**config.mk**
```make
export PLATFORM = sky130hd
export DESIGN_NAME = cv32e40x_rvfi_trace_buffer
export DESIGN_NICKNAME = d
export VERILOG_FILES = /design/src/rtl/cv32e40x_rvfi_trace_buffer.sv
export SDC_FILE = /design/constraint.sdc
export NUM_CORES = 1
export LEC_CHECK = 0
export CAP_MARGIN = 20
export CORE_MARGIN = 1
export CORE_UTILIZATION = 50
export CTS_CLUSTER_DIAMETER = 50
export CTS_CLUSTER_SIZE = 12
export DETAILED_ROUTE_END_ITERATION = 7
export PLACE_DENSITY = 0.67
export SETUP_SLACK_MARGIN = 0.1
export SLEW_MARGIN = 20
export SYNTH_ARGS = -nofsm -noshare
export SYNTH_HDL_FRONTEND = slang
export SYNTH_SLANG_ARGS = --single-unit
```
**constraint.sdc**
```tcl
create_clock -name clk -period 22.5 [get_ports clk]
set_clock_uncertainty 0.15 [all_clocks]
set_input_delay 4.5 -clock clk [delete_from_list [all_inputs] [get_ports clk]]
set_output_delay 4.5 -clock clk [all_outputs]
set_load 0.005 [all_outputs]
```
**src/rtl/cv32e40x_rvfi_trace_buffer.sv**
```systemverilog
// ---------------------------------------------------------------------------
// cv32e40x_rvfi_trace_buffer
//   Capture buffer for retired-instruction trace records. Up to NRET
//   retirements per cycle are packed into a DEPTH-entry circular buffer and
//   drained over a valid/ready port.
//   MODE=0 : stream FIFO, lanes that do not fit are dropped and counted.
//   MODE=1 : history buffer, overwrites oldest while capturing, freezes
//            POST_TRIG records after trigger_i, then is read oldest-first.
//
//   Optional feature (macro CV32E40X_RVFI_TRACE_FILTER_EN): adds filt_lo_i /
//   filt_hi_i; only lanes with filt_lo_i <= pc <= filt_hi_i are captured.
//
// Ports
//   clk, rst_n          clock, asynchronous active-low reset
//   rvfi_*              per-lane retire strobe and trace fields (NRET lanes)
//   trigger_i           history-mode trigger pulse
//   clear_i             synchronous flush (overrides write/pop/trigger)
//   rec_valid_o/ready_i head record handshake
//   rec_data_o          {pc, rd_addr, rd_wdata, rmask, wmask}, 0 when empty
//   level_o             occupancy 0..DEPTH
//   drop_cnt_o          stream-mode lost records, saturating
//   frozen_o            history capture stopped
// ---------------------------------------------------------------------------

// Per-lane record packing and capture eligibility.
module cv32e40x_rvfi_trace_buffer_lane #(
  parameter int unsigned REC_W = 77
) (
  input  logic             i_valid,
  input  logic [31:0]      i_pc,
  input  logic [4:0]       i_rd_addr,
  input  logic [31:0]      i_rd_wdata,
  input  logic [3:0]       i_rmask,
  input  logic [3:0]       i_wmask,
`ifdef CV32E40X_RVFI_TRACE_FILTER_EN
  input  logic [31:0]      i_filt_lo,
  input  logic [31:0]      i_filt_hi,
`endif
  output logic             o_elig,
  output logic [REC_W-1:0] o_rec
);
  logic w_in_range;

`ifdef CV32E40X_RVFI_TRACE_FILTER_EN
  // lo > hi gives an empty window, so nothing is captured.
  assign w_in_range = (i_pc >= i_filt_lo) && (i_pc <= i_filt_hi);
`else
  assign w_in_range = 1'b1;
`endif

  assign o_elig = i_valid && w_in_range;
  assign o_rec  = {i_pc, i_rd_addr, i_rd_wdata, i_rmask, i_wmask};
endmodule

module cv32e40x_rvfi_trace_buffer #(
  parameter  int unsigned NRET      = 1,
  parameter  int unsigned DEPTH     = 16,
  parameter  int unsigned MODE      = 0,
  parameter  int unsigned POST_TRIG = 8,
  parameter  int unsigned REC_W     = 77,
  localparam int unsigned AW        = $clog2(DEPTH)
) (
  input  logic                 clk,
  input  logic                 rst_n,
  input  logic [NRET-1:0]      rvfi_valid,
  input  logic [32*NRET-1:0]   rvfi_pc_rdata,
  input  logic [5*NRET-1:0]    rvfi_rd_addr,
  input  logic [32*NRET-1:0]   rvfi_rd_wdata,
  input  logic [4*NRET-1:0]    rvfi_mem_rmask,
  input  logic [4*NRET-1:0]    rvfi_mem_wmask,
`ifdef CV32E40X_RVFI_TRACE_FILTER_EN
  input  logic [31:0]          filt_lo_i,
  input  logic [31:0]          filt_hi_i,
`endif
  input  logic                 trigger_i,
  input  logic                 clear_i,
  output logic                 rec_valid_o,
  input  logic                 rec_ready_i,
  output logic [REC_W-1:0]     rec_data_o,
  output logic [AW:0]          level_o,
  output logic [15:0]          drop_cnt_o,
  output logic                 frozen_o
);

  typedef enum logic [1:0] {S_CAPTURE, S_POST, S_FROZEN} state_e;

  state_e                       r_state, w_state_nxt;
  logic [REC_W-1:0]             r_mem [DEPTH];
  logic [AW-1:0]                r_head, r_tail, r_cnt;
  logic [AW:0]                  r_level;
  logic [15:0]                  r_drop;

  logic [NRET-1:0]              w_elig, w_acc;
  logic [NRET-1:0][REC_W-1:0]   w_rec;
  logic [NRET-1:0][AW-1:0]      w_waddr;
  logic [AW:0]                  w_free, w_limit, w_n_elig, w_n_acc, w_n_drop;
  logic [AW:0]                  w_sum, w_ovf, w_level_nxt;
  logic [AW-1:0]                w_head_nxt, w_tail_nxt, w_cnt_nxt;
  logic [16:0]                  w_drop_sum;
  logic [15:0]                  w_drop_nxt;
  logic                         w_pop;

  // ---- lanes ----
  for (genvar l = 0; l < NRET; l++) begin : g_lane
    cv32e40x_rvfi_trace_buffer_lane #(.REC_W(REC_W)) u_lane (
      .i_valid    (rvfi_valid[l]),
      .i_pc       (rvfi_pc_rdata[32*l +: 32]),
      .i_rd_addr  (rvfi_rd_addr[5*l +: 5]),
      .i_rd_wdata (rvfi_rd_wdata[32*l +: 32]),
      .i_rmask    (rvfi_mem_rmask[4*l +: 4]),
      .i_wmask    (rvfi_mem_wmask[4*l +: 4]),
`ifdef CV32E40X_RVFI_TRACE_FILTER_EN
      .i_filt_lo  (filt_lo_i),
      .i_filt_hi  (filt_hi_i),
`endif
      .o_elig     (w_elig[l]),
      .o_rec      (w_rec[l])
    );
  end

  // ---- lane acceptance ----
  // w_limit is how many eligible lanes may be written this cycle. Accepted
  // lanes are always a prefix of the eligible lanes in lane order and are
  // packed into consecutive slots starting at the tail.
  always_comb begin
    w_free = (AW+1)'(DEPTH) - r_level;
    if (MODE == 0) begin
      w_limit = w_free;
    end else begin
      unique case (r_state)
        S_CAPTURE: w_limit = (AW+1)'(NRET);
        S_POST:    w_limit = {1'b0, r_cnt};
        default:   w_limit = '0;
      endcase
    end
    w_n_elig = '0;
    w_n_acc  = '0;
    w_acc    = '0;
    w_waddr  = '0;
    for (int l = 0; l < NRET; l++) begin
      w_waddr[l] = AW'({1'b0, r_tail} + w_n_acc);
      if (w_elig[l]) begin
        if (w_n_elig < w_limit) begin
          w_acc[l] = 1'b1;
          w_n_acc  = w_n_acc + (AW+1)'(1);
        end
        w_n_elig = w_n_elig + (AW+1)'(1);
      end
    end
    // Lanes cut off by the post-trigger count are discarded silently.
    w_n_drop = (MODE == 0) ? (w_n_elig - w_n_acc) : '0;
  end

  // ---- pointers / level / drop counter ----
  always_comb begin
    w_pop = rec_valid_o && rec_ready_i;
    w_sum = r_level + w_n_acc;
    // History capture overwrites the oldest entries: head follows tail.
    w_ovf = (MODE != 0 && w_sum > (AW+1)'(DEPTH)) ? (w_sum - (AW+1)'(DEPTH)) : '0;
    w_level_nxt = w_sum - w_ovf - (AW+1)'(w_pop);
    w_head_nxt  = AW'({1'b0, r_head} + w_ovf + (AW+1)'(w_pop));
    w_tail_nxt  = AW'({1'b0, r_tail} + w_n_acc);
    w_drop_sum  = {1'b0, r_drop} + 17'(w_n_drop);
    w_drop_nxt  = w_drop_sum[16] ? 16'hFFFF : w_drop_sum[15:0];
  end

  always_ff @(posedge clk or negedge rst_n) begin
    if (!rst_n) begin
      r_head  <= '0;
      r_tail  <= '0;
      r_level <= '0;
      r_drop  <= '0;
    end else if (clear_i) begin
      r_head  <= '0;
      r_tail  <= '0;
      r_level <= '0;
      r_drop  <= '0;
    end else begin
      r_head  <= w_head_nxt;
      r_tail  <= w_tail_nxt;
      r_level <= w_level_nxt;
      r_drop  <= w_drop_nxt;
    end
  end

  // Storage is not reset; only entries below level_o are ever visible.
  always_ff @(posedge clk) begin
    for (int l = 0; l < NRET; l++) begin
      if (w_acc[l] && !clear_i) r_mem[w_waddr[l]] <= w_rec[l];
    end
  end

  // ---- FSM: state register ----
  always_ff @(posedge clk or negedge rst_n) begin
    if (!rst_n) begin
      r_state <= S_CAPTURE;
      r_cnt   <= '0;
    end else begin
      r_state <= w_state_nxt;
      r_cnt   <= w_cnt_nxt;
    end
  end

  // ---- FSM: next state ----
  // Trigger-cycle records are written but not counted against POST_TRIG.
  always_comb begin
    w_state_nxt = r_state;
    w_cnt_nxt   = r_cnt;
    if (MODE != 0) begin
      unique case (r_state)
        S_CAPTURE: begin
          if (trigger_i) begin
            w_cnt_nxt   = AW'(POST_TRIG);
            w_state_nxt = (POST_TRIG == 0) ? S_FROZEN : S_POST;
          end
        end
        S_POST: begin
          w_cnt_nxt = AW'({1'b0, r_cnt} - w_n_acc);
          if (w_n_acc == {1'b0, r_cnt}) w_state_nxt = S_FROZEN;
        end
        default: ;
      endcase
    end
    if (clear_i) begin
      w_state_nxt = S_CAPTURE;
      w_cnt_nxt   = '0;
    end
  end

  // ---- FSM: outputs ----
  always_comb begin
    frozen_o    = (r_state == S_FROZEN);
    rec_valid_o = (r_level != '0) && ((MODE == 0) || (r_state == S_FROZEN));
    rec_data_o  = (r_level != '0) ? r_mem[r_head] : '0;
    level_o     = r_level;
    drop_cnt_o  = r_drop;
  end

endmodule

```
Word level (Yosys, flattened, before mapping)
Memory sizes are Yosys's and may differ from the RTL's.
Index checks and enable logic that the tools add are counted.
{"block": "classes", "reduce_logical": 4, "order_cmp": 1, "mux": 13, "n_addsub": 7}
{"op": "$mux W77", "count": 1}
{"op": "$mux W16", "count": 2}
{"op": "$add A16 B5 Y17", "count": 1}
{"op": "$mux W4", "count": 2}
{"op": "$mux W1", "count": 7}
{"op": "$add A5 B5 Y5", "count": 1}
{"op": "$lt A1 B5 Y1 const A", "count": 1}
{"op": "$mux W5", "count": 1}
{"op": "$reduce_bool A5 Y1", "count": 1}
{"op": "$sub A1 B5 Y5", "count": 1}
{"op": "$sub A5 B1 Y5", "count": 1}
{"op": "$sub A5 B5 Y5 const A", "count": 1}
{"op": "$add A4 B1 Y4", "count": 1}
{"op": "$add A4 B4 Y4", "count": 1}
{"op": "$logic_and A1 B1 Y1", "count": 2}
{"op": "$logic_not A1 Y1", "count": 1}
{"block": "word_totals", "input_bits": 83, "out_inout_bits": 100, "memories": 1, "reg_bits": 29, "ramBits": 1232, "word_cells": 30}
{"name": "r_mem", "words": 16, "width": 77, "rd": 1, "rd_ports_with_merged_regs": 0, "wr": 1, "line_no": "88", "rtl": "logic [REC_W-1:0] r_mem [DEPTH];"}

Longest topological paths before layout
{"block": "depth", "word_depth": 8, "depth_mapped": 15, "ltp_nobuf": 14}

Cells and area by module
Synthesis repeated with hierarchy kept, for this count alone.
{"block": "hier_totals", "hier_cells": 2536, "hier_area_um2": 49647.6}
{"module": "cv32e40x_rvfi_trace_buffer", "area_each_um2": 49062.1, "seq_area_each_um2": 37721.2, "instances": 1, "cells_each": 2458}
{"module": "cv32e40x_rvfi_trace_buffer_lane", "area_each_um2": 585.6, "seq_area_each_um2": 0.0, "instances": 1, "cells_each": 78}

Least setup slack after synthesis
No wires, ideal clock.
{"block": "synth_timing", "path_type": "input to register", "startpoint": "input port clear_i", "endpoint": "memory r_mem[10][0] (enable)", "setup_time_ns": 0.702, "path_slack_ns": 9.376, "required_time_ns": 21.648, "stages": 3, "n_path_buf": 2, "t_arrival_ns": 12.272, "cell_sequence": "clkbuf_1 clkbuf_1 nor4_1"}
{"block": "synth_between", "elab_chain_cells": 4}
{"item": "start, declared", "line_no": "76", "rtl": "input logic clear_i,"}
{"item": "$logic_not A1 Y1", "line_no": "189", "rtl": "if (w_acc[l] && !clear_i) r_mem[w_waddr[l]] <= w_rec[l];"}
{"item": "$logic_and A1 B1 Y1", "line_no": "189"}
{"item": "$mux W1", "line_no": "189"}
{"item": "$mux W1 (not written as such)", "line_no": "189"}
{"item": "end, declared", "line_no": "88"}
No other way between the ends.

Worst setup path after layout
{"block": "layout_timing", "startpoint": "register r_head[0]", "endpoint": "output port rec_data_o[74]"}
{"block": "layout_between", "elab_chain_cells": 2}
{"item": "start, declared", "line_no": "89", "rtl": "logic [AW-1:0] r_head, r_tail, r_cnt;"}
{"item": "start signal, assigned", "line_no": "179", "rtl": "r_head <= w_head_nxt;"}
{"item": "$mem_v2 Z16 W77"}
{"item": "$mux W77", "line_no": "234", "rtl": "rec_data_o = (r_level != '0) ? r_mem[r_head] : '0;"}
{"item": "end, declared", "line_no": "79", "rtl": "output logic [REC_W-1:0] rec_data_o,"}
No other way between the ends.

==> reports/results.tsv <==
metric	value	unit
setup_tns	0	ns
wire_per_inst	28.8	µm
required	17.85	ns
synth_cells	2262	
cts_tree	done	
p_per_area	107	nW/µm²
routed_wl	110000	µm
critPathCaptureType	primary output	
ys_types	49	
path_delay_family	buffers and inverters	
synth_edf_count	1232	
syn_avg_cell_area	21.4	µm²
yosysSeqAreaShare	0.778	
cts_buffers	132	
area_growth	14.8	%
worst-path-buf-inv	3	
ios	183	
synth_fa_ha_area_frac	0.00547	
yosys-top-cells-area	edfxtp_1 (76%), mux4_2 (12%), mux2i_1 (1.9%), dfrtp_1 (1.5%), a22oi_1 (1.4%)	
clk_pin_slew	0.05	ns
synthXorXnorAreaFrac	0.00271	
drv_slew	0	
slowest_stage	dfrtp_4	
routed-via-count	23700	
cts-root-buf	clkbuf_16	
dp_slack	13.28	ns
gp_congestion	0.732	
clock_latency	0.72	ns
synth-seq-cells	1261	
grt_pass1_wl	162000	µm
synth_compound_area_frac	0.0359	
post_cts_buffers	0	
cts_resized	0	
yosys.area_share.simple	0.0178	
grt_max_degree	126	
critPathLaunchType	flop	
cts_buffer_depth	3	
via_per_inst	6.18	
async_flop_share	0.0230	
overflow	0	
detailed_place_hpwl	53200	µm
multi_input_area	10200	µm²
initial_core_util	0.507	
h-tree-depth	4	
seq_area	37700	µm²
yosysTopAreaCellShare	0.763	
leakage	17.4	nW
synth_area	48500	µm²
drt-initial-drc-count	2435	
fp-row-count	113	
muxShareOfSynthArea	0.145	
dieWidth	313	µm
hold_viol	0	
max_slew_margin	0.283	
cap_viol_max_count	0	
antenna_found_initial	12	
rsz0062_at_grt	no	
cp_max_fo	125	
cp.arrival	5.18	ns
r2r_slack	17.92	ns
setup_ws	12.67	ns
fillers	6856	
peakVddDrop	0.0000824	V
hp-class	reg -> reg	
port_buffers	180	
worst-slew-pin-transition	1.07	ns
ctsHoldBuffers	0	
final-setup-viol-count	0	
path_cells	buf_12 > buf_4 > mux2_2 > nand2_1 > a32oi_1 > o21ai_1 > o22ai_1 > clkdlybuf4s50_1	
first_global_vias	24900	
synth_top_family_by_area	multiplexers	
nets	2615	
clock_sinks	1261	
core	95600	µm²
fin_crit	9.83	ns
drive_gt1_frac	0.209	
fin_crit_sh	0.437	
max_stage_delay	0.98	ns
synth_ff_type	edfxtp_1	
path_class	reg -> out	
dr.pass1.iters	5	
fmax	0.102	GHz
ant_nets	0	
yosys.area.top_type	edfxtp_1	
drcViolationCount	0	
p_total	5.96	mW
grt_usage	0.227	
dieArea	98200	µm²
die_h	313	µm
outcome	finished clean	
yosysWarnings	0	
## metal layers
metal,GRT usage,share of wire,vias to the layer above
met5,0,0.0011,-
met4,0.0647,0.021,20
met3,0.0533,0.077,195
met2,0.372,0.50,930
met1,0.307,0.40,12600
li1,-,-,9937
## layout by cell type, fill, tap and decap left out, types with 6 or more instances in the layout
cell and instances:
nor2b_1 23, dfrtp_1 26, mux2i_1 90, edfxtp_1 1232, a21oi_1 34, o21ai_1 26, inv_1 15, nor4_2 8
o22ai_1 31, ha_1 18, nand2_1 93, clkdlybuf4s50_1 180, conb_1 6, clkbuf_16 137, mux2_2 40, nand4_1 6
xor2_1 10, a32oi_1 28, nor2_4 12, buf_4 52, a211oi_1 17, diode_2 6, o21ai_0 20, clkbuf_1 21
a22oi_1 92, nor2_1 13, mux4_2 252, clkinv_1 6
## path summary, 6_finish.rpt
kind,start,endpoint,cells past startpoint
worst min-delay path,drop_cnt_o[12],drop_cnt_o[12],1
worst max register to register,level_o[1],r_mem[0][69],10
max in group asynchronous,rst_n,r_head[0],2
min in group asynchronous,rst_n,r_head[1],2
worst max-delay path,r_head[0],rec_data_o[74],8
worst min register to register,drop_cnt_o[12],drop_cnt_o[12],1
## metrics by stage
stage	cells	instance area (µm²)	hold slack, ns	utilization
final	3837	55600	0.412	0.582
after global routing	3833	55600	0.454	0.582
after CTS	3831	55600	0.405	0.582
after detailed placement	3643	51800	0.392	0.542
after global placement	3643	51800	0.372	0.542
after floorplan	2267	48500	0.355	-
## logic make-up after synthesis
group | count (synthesis)
buffers and inverters | 139
other | 1
DFF | 1261
AOI/OAI and AO/OA | 259
and+or+nand+nor | 185
adders and majority gates | 20
xor gates and xnor gates | 15
muxes | 382
## power by group
group	total [mW]	internal, mW	switching [mW]
Combinational	1.28	0.639	0.640
Sequential	2.70	2.65	0.0504
Clock	1.98	1.14	0.845
## cell type report
type | count | share of cell area
Sequential cell | 1261 | 0.678
Multi-Input combinational cell | 867 | 0.183
Clock inverter | 29 | 0.00564
Antenna cell | 6 | 0.000270
Inverter | 16 | 0.00108
Tap cell | 1265 | 0.0284
Timing Repair Buffer | 234 | 0.0400
Clock buffer | 159 | 0.0633
## synthesized netlist by cell type (15+ instances only)
cell and instances:
edfxtp_1 1232, mux4_2 252, nand2_1 94, a22oi_1 92, mux2i_1 90, clkbuf_1 51, mux2_2 40, a21oi_1 34
buf_2 33, o22ai_1 31, dfrtp_1 29, a32oi_1 28, o21ai_1 26, nor2_1 24, nor2b_1 23, o21ai_0 20
ha_1 18, a211oi_1 17, inv_1 15
## registers in the layout, summed over array words and instances, names as in the netlist
register and flops:
r_mem 1232, r_tail 4, level_o 5, r_head 4
drop_cnt_o 16
Power figures use the tool's default switching activity.
